===== src/rtl/bsv_pkg.sv =====
// Shared definitions for the XDMA loopback user block: register offsets,
// FSM states, the descriptor bundle driven onto both bypass ports, and the
// byte-enable merge used by the host-writable registers.
package bsv_pkg;

  localparam logic [7:0] REG_SRC_LO = 8'h00;
  localparam logic [7:0] REG_SRC_HI = 8'h04;
  localparam logic [7:0] REG_DST_LO = 8'h08;
  localparam logic [7:0] REG_DST_HI = 8'h0C;
  localparam logic [7:0] REG_LEN    = 8'h10;
  localparam logic [7:0] REG_CTRL   = 8'h14;
  localparam logic [7:0] REG_STATUS = 8'h18;
  localparam logic [7:0] REG_BEATS  = 8'h1C;
  localparam logic [7:0] REG_ID     = 8'h20;

  typedef enum logic [1:0] {ST_IDLE, ST_ISSUE, ST_WAIT} state_e;

  typedef struct packed {
    logic [63:0] src;
    logic [63:0] dst;
    logic [27:0] len;
    logic [15:0] ctl;
  } desc_t;

  localparam desc_t       DESC_RST  = '0;
  localparam logic [63:0] ADDR_RST  = '0;
  localparam logic [27:0] LEN_RST   = '0;
  localparam logic [31:0] WORD_RST  = '0;

  // Byte-wise merge of a write into an existing 32-bit register.
  function automatic logic [31:0] apply_strb(logic [31:0] old_v, logic [31:0] new_v,
                                             logic [3:0] strb);
    logic [31:0] res;
    for (int i = 0; i < 4; i++) res[8*i +: 8] = strb[i] ? new_v[8*i +: 8] : old_v[8*i +: 8];
    return res;
  endfunction

endpackage


===== src/rtl/bsv_top_axis_loop_fifo.sv =====
// axis_loop_fifo: 2-entry stream FIFO carrying {tdata,tkeep,tlast} from the
// H2C stream to the C2H stream.
//   in_*  : upstream AXI-Stream slave (in_tready = !full)
//   out_* : downstream AXI-Stream master, driven from the head entry
module axis_loop_fifo #(
  parameter int DATA_W = 256
) (
  input  logic                clk,
  input  logic                rst_n,
  input  logic                in_tvalid,
  input  logic [DATA_W-1:0]   in_tdata,
  input  logic [DATA_W/8-1:0] in_tkeep,
  input  logic                in_tlast,
  output logic                in_tready,
  output logic                out_tvalid,
  output logic [DATA_W-1:0]   out_tdata,
  output logic [DATA_W/8-1:0] out_tkeep,
  output logic                out_tlast,
  input  logic                out_tready
);
  localparam int ENT_W = DATA_W + DATA_W/8 + 1;

  logic [1:0][ENT_W-1:0] mem_q, mem_d;
  logic                  wptr_q, wptr_d, rptr_q, rptr_d;
  logic [1:0]            cnt_q, cnt_d;
  logic                  push, pop;

  assign in_tready  = (cnt_q != 2'd2);
  assign out_tvalid = (cnt_q != 2'd0);
  assign push       = in_tvalid & in_tready;
  assign pop        = out_tvalid & out_tready;
  assign {out_tdata, out_tkeep, out_tlast} = mem_q[rptr_q];

  always_comb begin
    mem_d  = mem_q;
    wptr_d = wptr_q;
    rptr_d = rptr_q;
    if (push) begin
      mem_d[wptr_q] = {in_tdata, in_tkeep, in_tlast};
      wptr_d        = ~wptr_q;
    end
    if (pop) rptr_d = ~rptr_q;
    // push and pop in the same cycle leave the occupancy unchanged
    cnt_d = cnt_q + {1'b0, push} - {1'b0, pop};
  end

  always_ff @(posedge clk or negedge rst_n) begin
    if (!rst_n) begin
      mem_q  <= '0;
      wptr_q <= 1'b0;
      rptr_q <= 1'b0;
      cnt_q  <= 2'd0;
    end else begin
      mem_q  <= mem_d;
      wptr_q <= wptr_d;
      rptr_q <= rptr_d;
      cnt_q  <= cnt_d;
    end
  end

endmodule


===== src/rtl/bsv_top.sv =====
// bsv_top: XDMA user-logic top. AXI4-Lite register block (SRC/DST/LEN/CTRL/
// STATUS/BEATS/ID), a one-shot descriptor FSM issuing one H2C and one C2H
// bypass descriptor per start, and an H2C->C2H loopback through a 2-entry FIFO.
//   CLK/RST_N                 : user clock, async active-low reset
//   xdmaChannel_raw*AxiStream : H2C in / C2H out streams
//   xdmaChannel_*DescByp      : descriptor bypass ports
//   axilRegBlock_*            : AXI4-Lite slave
module bsv_top
  import bsv_pkg::*;
#(
  parameter int          DATA_W   = 256,
  parameter logic [15:0] DESC_CTL = 16'h0001,
  parameter logic [31:0] BLOCK_ID = 32'h5244_4D41
) (
  input  logic                CLK,
  input  logic                RST_N,
  input  logic                xdmaChannel_rawH2cAxiStream_tvalid,
  input  logic [DATA_W-1:0]   xdmaChannel_rawH2cAxiStream_tdata,
  input  logic [DATA_W/8-1:0] xdmaChannel_rawH2cAxiStream_tkeep,
  input  logic                xdmaChannel_rawH2cAxiStream_tlast,
  output logic                xdmaChannel_rawH2cAxiStream_tready,
  output logic                xdmaChannel_rawC2hAxiStream_tvalid,
  output logic [DATA_W-1:0]   xdmaChannel_rawC2hAxiStream_tdata,
  output logic [DATA_W/8-1:0] xdmaChannel_rawC2hAxiStream_tkeep,
  output logic                xdmaChannel_rawC2hAxiStream_tlast,
  input  logic                xdmaChannel_rawC2hAxiStream_tready,
  input  logic                xdmaChannel_h2cDescByp_ready,
  output logic                xdmaChannel_h2cDescByp_load,
  output logic [63:0]         xdmaChannel_h2cDescByp_src_addr,
  output logic [63:0]         xdmaChannel_h2cDescByp_dst_addr,
  output logic [27:0]         xdmaChannel_h2cDescByp_len,
  output logic [15:0]         xdmaChannel_h2cDescByp_ctl,
  input  logic                xdmaChannel_h2cDescByp_desc_done,
  input  logic                xdmaChannel_c2hDescByp_ready,
  output logic                xdmaChannel_c2hDescByp_load,
  output logic [63:0]         xdmaChannel_c2hDescByp_src_addr,
  output logic [63:0]         xdmaChannel_c2hDescByp_dst_addr,
  output logic [27:0]         xdmaChannel_c2hDescByp_len,
  output logic [15:0]         xdmaChannel_c2hDescByp_ctl,
  input  logic                xdmaChannel_c2hDescByp_desc_done,
  input  logic                axilRegBlock_awvalid,
  input  logic [31:0]         axilRegBlock_awaddr,
  input  logic [2:0]          axilRegBlock_awprot,
  output logic                axilRegBlock_awready,
  input  logic                axilRegBlock_wvalid,
  input  logic [31:0]         axilRegBlock_wdata,
  input  logic [3:0]          axilRegBlock_wstrb,
  output logic                axilRegBlock_wready,
  output logic                axilRegBlock_bvalid,
  output logic [1:0]          axilRegBlock_bresp,
  input  logic                axilRegBlock_bready,
  input  logic                axilRegBlock_arvalid,
  input  logic [31:0]         axilRegBlock_araddr,
  input  logic [2:0]          axilRegBlock_arprot,
  output logic                axilRegBlock_arready,
  output logic                axilRegBlock_rvalid,
  output logic [1:0]          axilRegBlock_rresp,
  output logic [31:0]         axilRegBlock_rdata,
  input  logic                axilRegBlock_rready
);

  logic [63:0] src_q, src_d, dst_q, dst_d;
  logic [27:0] len_q, len_d;
  logic [31:0] beats_q, beats_d, rdata_q, rdata_d, rd_val, len_wr;
  logic        bvalid_q, bvalid_d, rvalid_q, rvalid_d;
  logic        wr_en, ar_hs, start, c2h_hs;
  state_e      state_q;
  desc_t       h2c_desc_q, c2h_desc_q;
  logic        h2c_load_q, c2h_load_q, h2c_seen_q, c2h_seen_q;
  logic        unused_ok;

  assign unused_ok = ^{axilRegBlock_awprot, axilRegBlock_arprot, axilRegBlock_awaddr[31:8],
                       axilRegBlock_araddr[31:8], len_wr[31:28]};

  // ---------------- AXI-Lite register block ----------------
  assign wr_en                = axilRegBlock_awvalid & axilRegBlock_wvalid & ~bvalid_q;
  assign axilRegBlock_awready = wr_en;
  assign axilRegBlock_wready  = wr_en;
  assign axilRegBlock_bvalid  = bvalid_q;
  assign axilRegBlock_bresp   = 2'b00;
  assign ar_hs                = axilRegBlock_arvalid & ~rvalid_q;
  assign axilRegBlock_arready = ~rvalid_q;
  assign axilRegBlock_rvalid  = rvalid_q;
  assign axilRegBlock_rresp   = 2'b00;
  assign axilRegBlock_rdata   = rdata_q;

  assign start  = wr_en && (axilRegBlock_awaddr[7:0] == REG_CTRL) && axilRegBlock_wdata[0];
  assign len_wr = apply_strb({4'h0, len_q}, axilRegBlock_wdata, axilRegBlock_wstrb);
  assign c2h_hs = xdmaChannel_rawC2hAxiStream_tvalid & xdmaChannel_rawC2hAxiStream_tready;

  always_comb begin
    src_d = src_q;
    dst_d = dst_q;
    len_d = len_q;
    if (wr_en) begin
      case (axilRegBlock_awaddr[7:0])
        REG_SRC_LO: src_d[31:0]  = apply_strb(src_q[31:0],  axilRegBlock_wdata, axilRegBlock_wstrb);
        REG_SRC_HI: src_d[63:32] = apply_strb(src_q[63:32], axilRegBlock_wdata, axilRegBlock_wstrb);
        REG_DST_LO: dst_d[31:0]  = apply_strb(dst_q[31:0],  axilRegBlock_wdata, axilRegBlock_wstrb);
        REG_DST_HI: dst_d[63:32] = apply_strb(dst_q[63:32], axilRegBlock_wdata, axilRegBlock_wstrb);
        REG_LEN:    len_d        = len_wr[27:0];
        default: ;
      endcase
    end
    // A start accepted from IDLE restarts the beat count; it wins over a same-cycle beat.
    beats_d = beats_q;
    if (start && state_q == ST_IDLE) beats_d = '0;
    else if (c2h_hs)                 beats_d = beats_q + 32'd1;

    rd_val = '0;
    case (axilRegBlock_araddr[7:0])
      REG_SRC_LO: rd_val = src_q[31:0];
      REG_SRC_HI: rd_val = src_q[63:32];
      REG_DST_LO: rd_val = dst_q[31:0];
      REG_DST_HI: rd_val = dst_q[63:32];
      REG_LEN:    rd_val = {4'h0, len_q};
      REG_STATUS: rd_val = {29'h0, c2h_seen_q, h2c_seen_q, state_q != ST_IDLE};
      REG_BEATS:  rd_val = beats_q;
      REG_ID:     rd_val = BLOCK_ID;
      default:    rd_val = '0;
    endcase
    rdata_d  = ar_hs ? rd_val : rdata_q;
    rvalid_d = ar_hs ? 1'b1 : (axilRegBlock_rready ? 1'b0 : rvalid_q);
    bvalid_d = wr_en ? 1'b1 : (axilRegBlock_bready ? 1'b0 : bvalid_q);
  end

  always_ff @(posedge CLK or negedge RST_N) begin
    if (!RST_N) begin
      src_q    <= ADDR_RST;
      dst_q    <= ADDR_RST;
      len_q    <= LEN_RST;
      beats_q  <= WORD_RST;
      rdata_q  <= WORD_RST;
      bvalid_q <= 1'b0;
      rvalid_q <= 1'b0;
    end else begin
      src_q    <= src_d;
      dst_q    <= dst_d;
      len_q    <= len_d;
      beats_q  <= beats_d;
      rdata_q  <= rdata_d;
      bvalid_q <= bvalid_d;
      rvalid_q <= rvalid_d;
    end
  end

  // ---------------- descriptor FSM ----------------
  always_ff @(posedge CLK or negedge RST_N) begin
    if (!RST_N) begin
      state_q    <= ST_IDLE;
      h2c_desc_q <= DESC_RST;
      c2h_desc_q <= DESC_RST;
      h2c_load_q <= 1'b0;
      c2h_load_q <= 1'b0;
      h2c_seen_q <= 1'b0;
      c2h_seen_q <= 1'b0;
    end else begin
      // Completions are tracked in every non-idle state so an early done during ISSUE is kept.
      if (state_q != ST_IDLE) begin
        if (xdmaChannel_h2cDescByp_desc_done) h2c_seen_q <= 1'b1;
        if (xdmaChannel_c2hDescByp_desc_done) c2h_seen_q <= 1'b1;
      end
      case (state_q)
        ST_IDLE: if (start) begin
          state_q    <= ST_ISSUE;
          h2c_desc_q <= '{src: src_q, dst: 64'h0, len: len_q, ctl: DESC_CTL};
          c2h_desc_q <= '{src: 64'h0, dst: dst_q, len: len_q, ctl: DESC_CTL};
          h2c_load_q <= 1'b1;
          c2h_load_q <= 1'b1;
          h2c_seen_q <= 1'b0;
          c2h_seen_q <= 1'b0;
        end
        ST_ISSUE: begin
          if (h2c_load_q && xdmaChannel_h2cDescByp_ready) h2c_load_q <= 1'b0;
          if (c2h_load_q && xdmaChannel_c2hDescByp_ready) c2h_load_q <= 1'b0;
          // Done with issue once each side has handshaken, earlier or in this cycle.
          if ((!h2c_load_q || xdmaChannel_h2cDescByp_ready) &&
              (!c2h_load_q || xdmaChannel_c2hDescByp_ready)) state_q <= ST_WAIT;
        end
        ST_WAIT: if (h2c_seen_q && c2h_seen_q) state_q <= ST_IDLE;
        default: state_q <= ST_IDLE;
      endcase
    end
  end

  assign xdmaChannel_h2cDescByp_load     = h2c_load_q;
  assign xdmaChannel_h2cDescByp_src_addr = h2c_desc_q.src;
  assign xdmaChannel_h2cDescByp_dst_addr = h2c_desc_q.dst;
  assign xdmaChannel_h2cDescByp_len      = h2c_desc_q.len;
  assign xdmaChannel_h2cDescByp_ctl      = h2c_desc_q.ctl;
  assign xdmaChannel_c2hDescByp_load     = c2h_load_q;
  assign xdmaChannel_c2hDescByp_src_addr = c2h_desc_q.src;
  assign xdmaChannel_c2hDescByp_dst_addr = c2h_desc_q.dst;
  assign xdmaChannel_c2hDescByp_len      = c2h_desc_q.len;
  assign xdmaChannel_c2hDescByp_ctl      = c2h_desc_q.ctl;

  // ---------------- loopback ----------------
  axis_loop_fifo #(.DATA_W(DATA_W)) u_loop (
    .clk        (CLK),
    .rst_n      (RST_N),
    .in_tvalid  (xdmaChannel_rawH2cAxiStream_tvalid),
    .in_tdata   (xdmaChannel_rawH2cAxiStream_tdata),
    .in_tkeep   (xdmaChannel_rawH2cAxiStream_tkeep),
    .in_tlast   (xdmaChannel_rawH2cAxiStream_tlast),
    .in_tready  (xdmaChannel_rawH2cAxiStream_tready),
    .out_tvalid (xdmaChannel_rawC2hAxiStream_tvalid),
    .out_tdata  (xdmaChannel_rawC2hAxiStream_tdata),
    .out_tkeep  (xdmaChannel_rawC2hAxiStream_tkeep),
    .out_tlast  (xdmaChannel_rawC2hAxiStream_tlast),
    .out_tready (xdmaChannel_rawC2hAxiStream_tready)
  );

endmodule


===== config.mk =====
export PLATFORM = sky130hd
export DESIGN_NAME = bsv_top
export DESIGN_NICKNAME = d
export VERILOG_FILES = /design/src/rtl/bsv_pkg.sv /design/src/rtl/bsv_top_axis_loop_fifo.sv /design/src/rtl/bsv_top.sv
export SDC_FILE = /design/constraint.sdc
export NUM_CORES = 1
export LEC_CHECK = 0
export ABC_AREA = 0
export BUFFER_PORTS_ARGS = -buffer_cell sky130_fd_sc_hd__buf_4
export CORE_AREA = 8 8 415 417
export CTS_BUF_LIST = sky130_fd_sc_hd__clkbuf_4 sky130_fd_sc_hd__clkbuf_8
export DETAILED_ROUTE_END_ITERATION = 10
export DIE_AREA = 0 0 423 425
export PLACE_DENSITY = 0.44
export SLEW_MARGIN = 10
export SYNTH_ARGS = -nofsm -noshare
export SYNTH_HDL_FRONTEND = slang
export SYNTH_SLANG_ARGS = --single-unit

===== constraint.sdc =====
create_clock -name CLK -period 6.03 [get_ports CLK]
set_input_delay 1.206 -clock CLK [delete_from_list [all_inputs] [get_ports CLK]]
set_output_delay 1.206 -clock CLK [all_outputs]
set_load 0.03 [all_outputs]

==> results by group, run 1 <==
Timing
  • Setup Total Neg Slack: 0 ps
  • RSZ-0062 raised after global routing: no
  • Setup WS post-layout: 1716 ps
  • Setup Skew: 45.56 ps
  • Fmax: 231.8 MHz
  • Final Setup Violations: 0
  • Final Slew Violations: 0
  • Worst Tran Pin Value: 1091 ps
  • Slew Limit Headroom: 27.13%
  • Crit path time final: 4314 ps
  • Total count of hold-check failures in the final report: 0
  • Final Cycle Share: 71.54%

Synth
  • Avg Cell Area, Syn: 13.12 sq um
  • Post-synthesis sequential area ratio: 56.65%
  • Synth area leader: dfrtp_1
  • Number of synthesized flops with an enable pin: 0
  • Post-Syn Area: 42710 sq um
  • Cell variety after synth: 52
  • Top_reg_cell synth: dfrtp_1
  • Yosys reg bits: 967
  • Asr flop ratio synth: 100.0%
  • Count leader, synth: mux2_2
  • Synth top area share: 56.65%
  • Top cells by area, synth: dfrtp_1 (57%), mux2_2 (27%), nand2_1 (4.8%)
  • Syn Inst Count: 3256
  • Commonest cells in the netlist: mux2_2 (1028), dfrtp_1 (967), nand2_1 (550)
  • Yosys warns: 0

Final layout
  • Nets: 4564
  • Share of cells above drive strength 1: 53.72%
  • Fill count: 16780
  • Final cell count without fillers: 6514
  • Layout area overhead: 28.29%
  • Design area: 54800 sq um

CTS
  • Sinks on Clock Net: 967
  • Post-CTS sizing: 0
  • H-Tree Depth: 4
  • Clk_lat worst skew: 920 ps
  • Setup Buffers After CTS: 0
  • CTS root buf: clkbuf_8
  • Cts bufs inserted: 182
  • Clk slew on worst S/H paths: 60 ps
  • Max Buffers Root-to-Sink: 3
  • Cts-stage hold buffer count: 0
  • TritonCTS clock tree: yes

Global routing
  • Grt ovf: 0
  • First-pass GRT wire length: 220.1 mm
  • Largest net degree at the start of global routing: 148
  • Tot GR Track Use: 16.43%
  • Antenna violations before repair: 35
  • Number of global-route vias before repair: 29750

Route
  • Remaining DRCs: 0
  • Post-route ant nets: 0
  • 1st-pass router iterations: 5
  • Routed vias/inst: 4.322
  • First DRT Iteration DRCs: 1337
  • Final wirelength: 153.6 mm
  • Wirelength per Cell: 23.59 um
  • Via count: 28150

Min path
  • Hold crit path type: in -> async

Setup path
  • Worst setup EP type: primary output
  • Critical Path AT: 3110 ps
  • WS Path Type: reg -> out
  • Crit path max fanout: 88
  • Worst path slowest cell: dfrtp_4
  • Delay-heaviest family, CP: flip-flops
  • Worst Path Buf+Inv: 2
  • CP startpoint kind: flop
  • Req. time, crit path: 4820 ps
  • Cell chain of the critical path: buf_12, mux2_2, buf_4
  • Longest individual stage delay on the worst path: 820 ps

Power
  • Sw frac: 38.12%
  • Worst vdd ir: 0.0004151 V
  • NetSw: 11090 uW
  • Combinational share of power: 43.9%
  • Sequential Power Share: 32.8%
  • Internal power: 17990 uW
  • P per Cell Area: 530.7 nW/um^2
  • Clk pwr share: 23.2%
  • Leakage: 0.02605 uW
  • Pwr Total: 29080 uW

Floorplanning
  • Die Ht: 425 um
  • Cell Rows: 150
  • Initial Utilization: 25.74%
  • Ports: 1086
  • Core area: 165900 sq um
  • Die X: 423 um
  • Die area: 179800 sq um

Place
  • DP HPWL: 111.5 mm
  • RD Place Congestion: 0.7727
  • Cells after DPL: 6173
  • Port Buffer Count: 869
  • DP Area: 50900 sq um
  • Worst slack at placement: 2268 ps

Status
  • Status: finished, final reports clean

Job
  • Max Cap Viol: 0
-- cell families after synthesis --
| group | share of synthesized area [%] |
|---|---|
| AO/OA/AOI/OAI | 1.857 |
| XOR/XNOR | 0.7177 |
| multiplexers | 28.44 |
| flip-flops | 56.65 |
| AND/OR/NAND/NOR | 6.840 |
| other | 0.008780 |
| buffers and inverters | 5.396 |
| adder cells (fa/ha/maj) | 0.08789 |
-- final cells by class --
type / instances / area (sq um) / area share, %
antenna: 25 / 62.56 / 0.1142
clock buffer: 294 / 3540 / 6.460
clock inverter: 22 / 291.5 / 0.5320
inverter: 13 / 48.80 / 0.08905
multi-input combinational: 2075 / 16850 / 30.75
sequential: 967 / 24200 / 44.17
tap: 2204 / 2758 / 5.033
timing repair buffer: 914 / 7044 / 12.86
-- through the flow --
stage / hold WS [ps] / utilization, %
after floorplan: 453.9 / -
after global placement: 455.3 / 30.68
after detailed placement: 457.7 / 30.68
after CTS: 217.3 / 32.99
after global routing: 257.6 / 33.01
final: 308.0 / 33.03
-- placed cells by master (no fill, tap or decap), drive strengths merged, types with 20 or more instances in the layout --
| cell type | count |
|---|---|
| mux2 | 1030 |
| dfrtp | 967 |
| buf | 914 |
| nand2 | 552 |
| clkbuf | 294 |
| conb | 162 |
| nor2 | 60 |
| o21ai | 37 |
| a22o | 30 |
| diode | 25 |
| inv | 20 |
-- worst paths after layout --
check,from,to,slack (ps),cells after the start
setup / recovery,u_loop.rptr_q$_DFFE_PN0P_,xdmaChannel_rawC2hAxiStream_tdata[199],1720,3
hold / removal,RST_N,u_loop.mem_q[415]$_DFFE_PN0P_,310,1
setup reg to reg,u_loop.cnt_q[0]$_DFF_PN0_,u_loop.mem_q[532]$_DFFE_PN0P_,3250,6
hold reg to reg,xdmaChannel_h2cDescByp_src_addr[20]$_DFFE_PN0N_,xdmaChannel_h2cDescByp_src_addr[20]$_DFFE_PN0N_,460,2
max in group asynchronous,RST_N,xdmaChannel_h2cDescByp_src_addr[11]$_DFFE_PN0N_,4240,2
min in group CLK,xdmaChannel_h2cDescByp_src_addr[20]$_DFFE_PN0N_,xdmaChannel_h2cDescByp_src_addr[20]$_DFFE_PN0N_,460,2
-- power by group through the flow --
stage	registers [uW]	logic, uW	clock network, uW
6_report	9550	12800	6760
3_5_place_dp	9660	13000	0
2_1_floorplan	9290	8500	0
3_3_place_gp	9590	12900	0
5_1_grt	9840	13400	7330
4_1_cts	9550	13000	7060
-- routing by layer --
layer  global-route usage [%]  wire, um
met5                        0       133
met4                    6.159      4914
met3                    5.162      9651
met2                    28.46     78200
met1                    19.02     60740
-- state kept, by name (all words and copies together) (netlist names) --
| register | count |
|---|---|
| len_q | 28 |
| xdmaChannel_c2hDescByp_ctl | 1 |
| u_loop.mem_q | 578 |
| u_loop.rptr_q | 1 |
| axilRegBlock_bvalid | 1 |
| xdmaChannel_c2hDescByp_len | 28 |
| xdmaChannel_h2cDescByp_src_addr | 64 |
| c2h_seen_q | 1 |
| dst_q | 64 |
| h2c_seen_q | 1 |
| xdmaChannel_c2hDescByp_dst_addr | 64 |
| axilRegBlock_rvalid | 1 |
| state_q | 2 |
| src_q | 64 |
| beats_q | 32 |
| axilRegBlock_rdata | 32 |
| u_loop.cnt_q | 2 |
| xdmaChannel_c2hDescByp_load | 1 |
| xdmaChannel_h2cDescByp_load | 1 |
| u_loop.wptr_q | 1 |
-- worst register-to-register path, cell delays in order (launching register included) --
cell and delay (ps):
dfrtp_1 500, nand2b_1 220, nand2_1 180, inv_1 120
nand2_4 520, buf_12 530, mux2_2 610
No activity file was read; power rests on OpenSTA's default activity.
==> run 2: changes to the inputs <==
--- a/config.mk
+++ b/config.mk
@@ -7,11 +7,11 @@
 export LEC_CHECK = 0
 export ABC_AREA = 0
 export BUFFER_PORTS_ARGS = -buffer_cell sky130_fd_sc_hd__buf_4
-export CORE_AREA = 8 8 415 417
+export CORE_AREA = 8 8 414 416
 export CTS_BUF_LIST = sky130_fd_sc_hd__clkbuf_4 sky130_fd_sc_hd__clkbuf_8
 export DETAILED_ROUTE_END_ITERATION = 10
-export DIE_AREA = 0 0 423 425
-export PLACE_DENSITY = 0.44
+export DIE_AREA = 0 0 422 424
+export PLACE_DENSITY = 0.46
 export SLEW_MARGIN = 10
 export SYNTH_ARGS = -nofsm -noshare
 export SYNTH_HDL_FRONTEND = slang
==> constraint.sdc (replaced) <==
create_clock -name CLK -period 3.6 [get_ports CLK]
set_input_delay 0.72 -clock CLK [delete_from_list [all_inputs] [get_ports CLK]]
set_output_delay 0.72 -clock CLK [all_outputs]
set_load 0.03 [all_outputs]
==> run 2 against run 1 <==
  * Critical path depth up 1
  * Power increased by 70%
  * Sequential cell count is the same
  * Sequential power grew 66%
  * Final cell count is 5.4% higher
  * Hold slack got worse by 140 ps
  * Sequential share of layout area down 2.9 points
  * Worst setup slack got worse by 1400 ps
  * Critical path type unchanged
  * Largest cell class unchanged
  * Highest routed layer is now met4
==> results by group, run 2 (synthesis results as in run 1) <==
Route
  • Via count: 29570 (+5.0%)
  • 1st-pass router iterations: 5 (unchanged)
  • Wirelength per Cell: 22.62 um (-4.1%)
  • First DRT Iteration DRCs: 1442 (+7.9%)
  • Routed vias/inst: 4.306 (-0.37%)
  • Final wirelength: 155.3 mm (+1.1%)
  • Remaining DRCs: 0 (unchanged)
  • Post-route ant nets: 0 (unchanged)

Setup path
  • CP startpoint kind: flop
  • Crit path max fanout: 64 (-27%)
  • WS Path Type: reg -> out
  • CP Launch Point: u_loop.rptr_q$_DFFE_PN0P_
  • Reg2reg start: axilRegBlock_bvalid$_DFFE_PN0P_
  • Worst setup EP type: primary output
  • Critical Path AT: 2530 ps (-580 ps)
  • Reg2Reg Depth: 5 (-1)
  • Req. time, crit path: 2880 ps (-1940 ps)

Power
  • P per Cell Area: 842.4 nW/um^2 (+59%)
  • Worst vdd ir: 0.0006008 V (+45%)
  • Pwr Total: 49390 uW (+70%)
  • Leakage: 0.02774 uW (+6.5%)

Min path
  • WHS Path Cells: 2
  • Hold_sp: axilRegBlock_wdata[22]
  • Hold crit path type: in -> reg

Place
  • DP Area: 51430 sq um (+1.0%)
  • Port Buffer Count: 869 (unchanged)
  • DP HPWL: 113.6 mm (+1.9%)
  • RD Place Congestion: 0.7903 (+2.3%)

CTS
  • Post-CTS sizing: 0 (unchanged)
  • Cts bufs inserted: 176 (-3.3%)
  • Clk_lat worst skew: 910 ps (about the same)
  • Clk slew on worst S/H paths: 60 ps (about the same)
  • Max Buffers Root-to-Sink: 3 (unchanged)
  • H-Tree Depth: 4 (unchanged)
  • TritonCTS clock tree: yes
  • Sinks on Clock Net: 967 (unchanged)
  • CTS root buf: clkbuf_8

Global routing
  • Tot GR Track Use: 16.77% (+0.33 points)
  • First-pass GRT wire length: 227.5 mm (+3.4%)
  • Antenna violations before repair: 13 (-63%)
  • Largest net degree at the start of global routing: 95 (-36%)
  • Grt ovf: 0 (unchanged)
  • Number of global-route vias before repair: 31940 (+7.4%)

Floorplanning
  • Core area: 164400 sq um (-0.89%)
  • Die X: 422 um (-0.24%)
  • Ports: 1086 (unchanged)
  • Cell Rows: 149 (-0.67%)
  • Die Ht: 424 um (-0.24%)
  • Initial Utilization: 25.98% (+0.23 points)
  • Die area: 178900 sq um (-0.47%)

Final layout
  • Nets: 4931 (+8.0%)
  • Number of flip-flops in the largest register: 578 (unchanged)
  • Commonest non-fill, non-tap cell in the layout: mux2_2
  • Layout area overhead: 37.26%
  • Most flop-heavy register: u_loop.mem_q
  • Share of cells above drive strength 1: 50.48% (-3.2 points)
  • Design area: 58630 sq um (+7.0%)
  • Most frequent cells in the layout: mux2_2 (1028), dfrtp_1 (966), buf_4 (927)

Timing
  • Fmax: 308.0 MHz
  • Final Slew Violations: 0 (unchanged)
  • Crit path time final: 3247 ps
  • Setup Skew: 45.18 ps (-0.3819 ps)
  • RSZ-0062 raised after global routing: no
  • Slew Limit Headroom: 6.810% (-20 points)
  • Final Setup Violations: 0 (unchanged)
  • Setup Total Neg Slack: 0 ps (unchanged)
  • Hold WS: 166.4 ps (-141.6 ps)
  • Total count of hold-check failures in the final report: 0 (unchanged)
  • Final Cycle Share: 90.19%
  • Worst Tran Pin Value: 1395 ps (+304.2 ps)

Status
  • Status: finished, final reports clean

Job
  • Max Cap Viol: 0 (unchanged)
==> run 2: cell types whose count changed in the layout (fill, tap and decap cells not counted), moves of 2 or more <==
| cell | change |
|---|---|
| dlygate4sd3_1 | +325 |
| clkinvlp_4 | +2 |
| inv_6 | +2 |
| clkbuf_4 | -14 |
| buf_12 | +20 |
| diode_2 | -10 |
| inv_12 | -2 |
| bufinv_16 | -2 |
| clkbuf_8 | +11 |
| clkinv_2 | +9 |
| buf_4 | +28 |
==> run 2: report_power, final <==
part	switching, uW	leakage (uW)	internal (uW)	total, uW
clock network	4890	0.00205	6380	11300
logic	12400	0.0135	9830	22200
registers	1570	0.0122	14300	15900
==> run 2: layer usage <==
| metal | global-route usage [%] | routed length [um] |
|---|---|---|
| met2 | 29.71 | 79350 |
| met1 | 20.19 | 64200 |
| met4 | 4.393 | 3592 |
| met5 | 0 | 0 |
| met3 | 4.359 | 8190 |
==> run 2: area by class of cell <==
class | count | area [sq um]
Timing Repair Buffer | 1287 | 10910
Clock inverter | 30 | 260.3
Antenna cell | 15 | 37.54
Clock buffer | 291 | 3586
Sequential cell | 967 | 24200
Tap cell | 2189 | 2739
Multi-Input combinational cell | 2075 | 16840
Inverter | 13 | 48.80
Fill cell | 16450 | 105800
==> run 2: through the flow <==
step / setup slack [ps] / instances / utilization [%]
2_1_floorplan: 1228 / 3417 / -
3_3_place_gp: 628.7 / 6202 / 31.28
3_5_place_dp: 584.2 / 6202 / 31.28
4_1_cts: 123.9 / 6852 / 35.63
5_1_grt: 132.9 / 6862 / 35.65
6_report: 353.3 / 6867 / 35.65
==> run 2: worst paths after layout <==
| path | end | slack, ps |
|---|---|---|
| min in group asynchronous | u_loop.mem_q[80]$_DFFE_PN0P_ | 430 |
| worst min register to register | xdmaChannel_h2cDescByp_src_addr[61]$_DFFE_PN0N_ | 470 |
| max in group asynchronous | u_loop.mem_q[519]$_DFFE_PN0P_ | 2100 |
| worst max register to register | h2c_seen_q$_DFF_PN0_ | 990 |
| worst max-delay path | xdmaChannel_rawC2hAxiStream_tdata[91] | 350 |
| worst min-delay path | src_q[22]$_DFFE_PN0P_ | 170 |
==> run 2: repair_timing <==
item | 4_1_cts | 5_1_grt
hold endpoints to repair | 750 | 0
hold buffers | 325 | 0
setup endpoints to repair | 111 | 0
buffers inserted | 4 | 0
==> run 2: worst max-delay path, cell delays in order, from the launching register on <==
cell and delay (ps):
dfrtp_4 440, buf_12 160, buf_12 340, mux2_2 440, buf_4 190
==> run 3: changes to the inputs <==
--- a/config.mk
+++ b/config.mk
@@ -12,6 +12,7 @@
 export DETAILED_ROUTE_END_ITERATION = 10
 export DIE_AREA = 0 0 422 424
 export PLACE_DENSITY = 0.46
+export REMOVE_ABC_BUFFERS = 1
 export SLEW_MARGIN = 10
 export SYNTH_ARGS = -nofsm -noshare
 export SYNTH_HDL_FRONTEND = slang
==> run 3 against run 2 <==
  * Routed wire length shrank 1.0%
  * Clock skew shrank 8.2 ps
  * Core utilization is essentially flat
  * Critical endpoint is now xdmaChannel_rawC2hAxiStream_tdata[100]
  * Largest cell class unchanged
==> results by group, run 3 (synthesis results as in run 1) <==
Final layout
  • Share of cells above drive strength 1: 50.62% (+0.14 points)
  • Commonest non-fill, non-tap cell in the layout: mux2_2
  • Design area: 58650 sq um (about the same)
  • Most frequent cells in the layout: mux2_2 (1028), dfrtp_1 (966), buf_4 (939)
  • Nets: 4939 (+0.16%)
  • Number of flip-flops in the largest register: 578 (unchanged)
  • Seq. cell area: 24200 sq um (unchanged)
  • Footprint of the multi-input gates: 16840 sq um (about the same)
  • Fill count: 16520 (+0.43%)
  • Layout area overhead: 37.32% (about the same)
  • Fin util: 35.67% (about the same)
  • Most flop-heavy register: u_loop.mem_q

Timing
  • Total count of hold-check failures in the final report: 0 (unchanged)
  • Fmax: 315.5 MHz (+2.4%)
  • Setup Total Neg Slack: 0 ps (unchanged)
  • Setup Skew: 36.94 ps (-8.243 ps)
  • Final Setup Violations: 0 (unchanged)
  • Slew Limit Headroom: 36.75% (+30 points)
  • Worst Tran Pin Value: 948.7 ps (-446.3 ps)
  • Final Slew Violations: 0 (unchanged)
  • RSZ-0062 raised after global routing: no
  • Crit path time final: 3170 ps (-76.74 ps)
  • Final Cycle Share: 88.06% (-2.1 points)

Route
  • Via count: 29450 (-0.42%)
  • Post-route ant nets: 0 (unchanged)
  • Final wirelength: 153.8 mm (-1.0%)
  • Met3 routed WL: 8.056 mm (-1.6%)
  • Routed vias/inst: 4.293 (-0.30%)
  • Max Used Layer: met5
  • Wirelength per Cell: 22.42 um (-0.89%)
  • Met2 WL: 79.40 mm (about the same)
  • 1st-pass router iterations: 4 (-1)
  • First DRT Iteration DRCs: 1151 (-20%)
  • Metal1 wirelength: 63.25 mm (-1.5%)
  • Remaining DRCs: 0 (unchanged)

Job
  • Max Cap Viol: 0 (unchanged)

Global routing
  • Largest net degree at the start of global routing: 106 (+12%)
  • Tot GR Track Use: 16.60% (-0.16 points)
  • Number of global-route vias before repair: 31920 (-0.063%)
  • Grt ovf: 0 (unchanged)
  • First-pass GRT wire length: 225.4 mm (-0.93%)
  • Antenna violations before repair: 11 (-2)

Min path
  • Hold crit path type: in -> reg
  • Hold_sp: xdmaChannel_rawH2cAxiStream_tdata[141]
  • WHS Path Cells: 2 (unchanged)
  • Hold EP: u_loop.mem_q[463]$_DFFE_PN0P_

Setup path
  • Critical Path AT: 2450 ps (-80 ps)
  • Reg2Reg Depth: 5 (unchanged)
  • Worst setup EP type: primary output
  • Req. time, crit path: 2880 ps (about the same)
  • WS Path Type: reg -> out
  • Register-to-register setup slack: 940 ps (-50 ps)
  • R2R Path End: u_loop.mem_q[227]$_DFFE_PN0P_
  • Reg2reg start: u_loop.cnt_q[0]$_DFF_PN0_
  • Crit path max fanout: 41 (-36%)
  • CP startpoint kind: flop

CTS
  • Clk_lat worst skew: 880 ps (-30 ps)
  • Clk slew on worst S/H paths: 60 ps (about the same)
  • Sinks on Clock Net: 967 (unchanged)
  • TritonCTS clock tree: yes
  • Cts bufs inserted: 177 (+0.57%)
  • H-Tree Depth: 4 (unchanged)
  • Post-CTS sizing: 0 (unchanged)
  • Max Buffers Root-to-Sink: 3 (unchanged)
  • CTS root buf: clkbuf_8

Floorplanning
  • Die area: 178900 sq um (unchanged)
  • Core area: 164400 sq um (unchanged)
  • Cell Rows: 149 (unchanged)
  • Die X: 422 um (unchanged)
  • Ports: 1086 (unchanged)
  • Die Ht: 424 um (unchanged)
  • Initial Utilization: 25.98% (unchanged)

Power
  • Worst vdd ir: 0.0005953 V (-0.93%)
  • Pwr Total: 49240 uW (-0.30%)
  • P per Cell Area: 839.5 nW/um^2 (-0.34%)
  • Leakage: 0.02775 uW (about the same)

Status
  • Status: finished, final reports clean

Place
  • DP HPWL: 113.4 mm (about the same)
  • RD Place Congestion: 0.7869 (-0.43%)
  • DP Area: 51590 sq um (+0.30%)
  • Port Buffer Count: 869 (unchanged)
==> run 3: worst max-delay path by stage <==
stage | startpoint | to | slack, ps | cells past startpoint
after floorplan | u_loop.cnt_q[0]$_DFF_PN0_ | u_loop.mem_q[0]$_DFFE_PN0P_ | -5580 | 4
after global placement | axilRegBlock_araddr[1] | axilRegBlock_rdata[19]$_DFFE_PN0P_ | 680 | 6
after detailed placement | axilRegBlock_araddr[1] | axilRegBlock_rdata[16]$_DFFE_PN0P_ | 630 | 6
after CTS | u_loop.rptr_q$_DFFE_PN0P_ | xdmaChannel_rawC2hAxiStream_tdata[43] | 270 | 4
after global routing | u_loop.rptr_q$_DFFE_PN0P_ | xdmaChannel_rawC2hAxiStream_tdata[43] | 290 | 4
final | u_loop.rptr_q$_DFFE_PN0P_ | xdmaChannel_rawC2hAxiStream_tdata[100] | 430 | 4
==> run 3: per-layer routing <==
metal | global-route usage, % | vias up
met5 | 0 | -
met3 | 4.481 | 185
met4 | 4.107 | 2
li1 | - | 13510
met1 | 19.93 | 15000
met2 | 29.49 | 748
==> run 3: per-stage QoR <==
| step | std cells | setup slack [ps] | hold slack, ps |
|---|---|---|---|
| 2_1_floorplan | 3055 | -5580 | 424.4 |
| 3_3_place_gp | 6218 | 675.6 | 455.6 |
| 3_5_place_dp | 6218 | 632.6 | 457.3 |
| 4_1_cts | 6851 | 269.8 | 0.04574 |
| 5_1_grt | 6858 | 287.3 | 37.28 |
| 6_report | 6859 | 430.0 | 140.5 |
==> run 3: critical path: stages (launching register included) <==
cell,delay (ps)
dfrtp_4,460
buf_12,170
buf_12,280
mux2_2,410
buf_4,180
==> run 3: area by class of cell <==
type / instances / share of cell area, %
flip-flops and latches: 967 / 41.26
multi-input cells: 2075 / 28.72
repair buffers: 1294 / 18.72
clock buffers: 294 / 6.152
well taps: 2189 / 4.670
clock inverters: 19 / 0.3648
inverters: 13 / 0.08320
diodes: 8 / 0.03413
==> run 3: what timing repair did <==
item / CTS / global route
setup buffers: 3 / 0
hold buffers: 317 / 0
setup endpoints to repair: 192 / 0
endpoints found under the hold margin: 713 / 0
==> run 3: report_power, final <==
| part | switching [uW] | internal, uW |
|---|---|---|
| Combinational | 12200 | 9970 |
| Clock | 4830 | 6390 |
| Sequential | 1560 | 14300 |
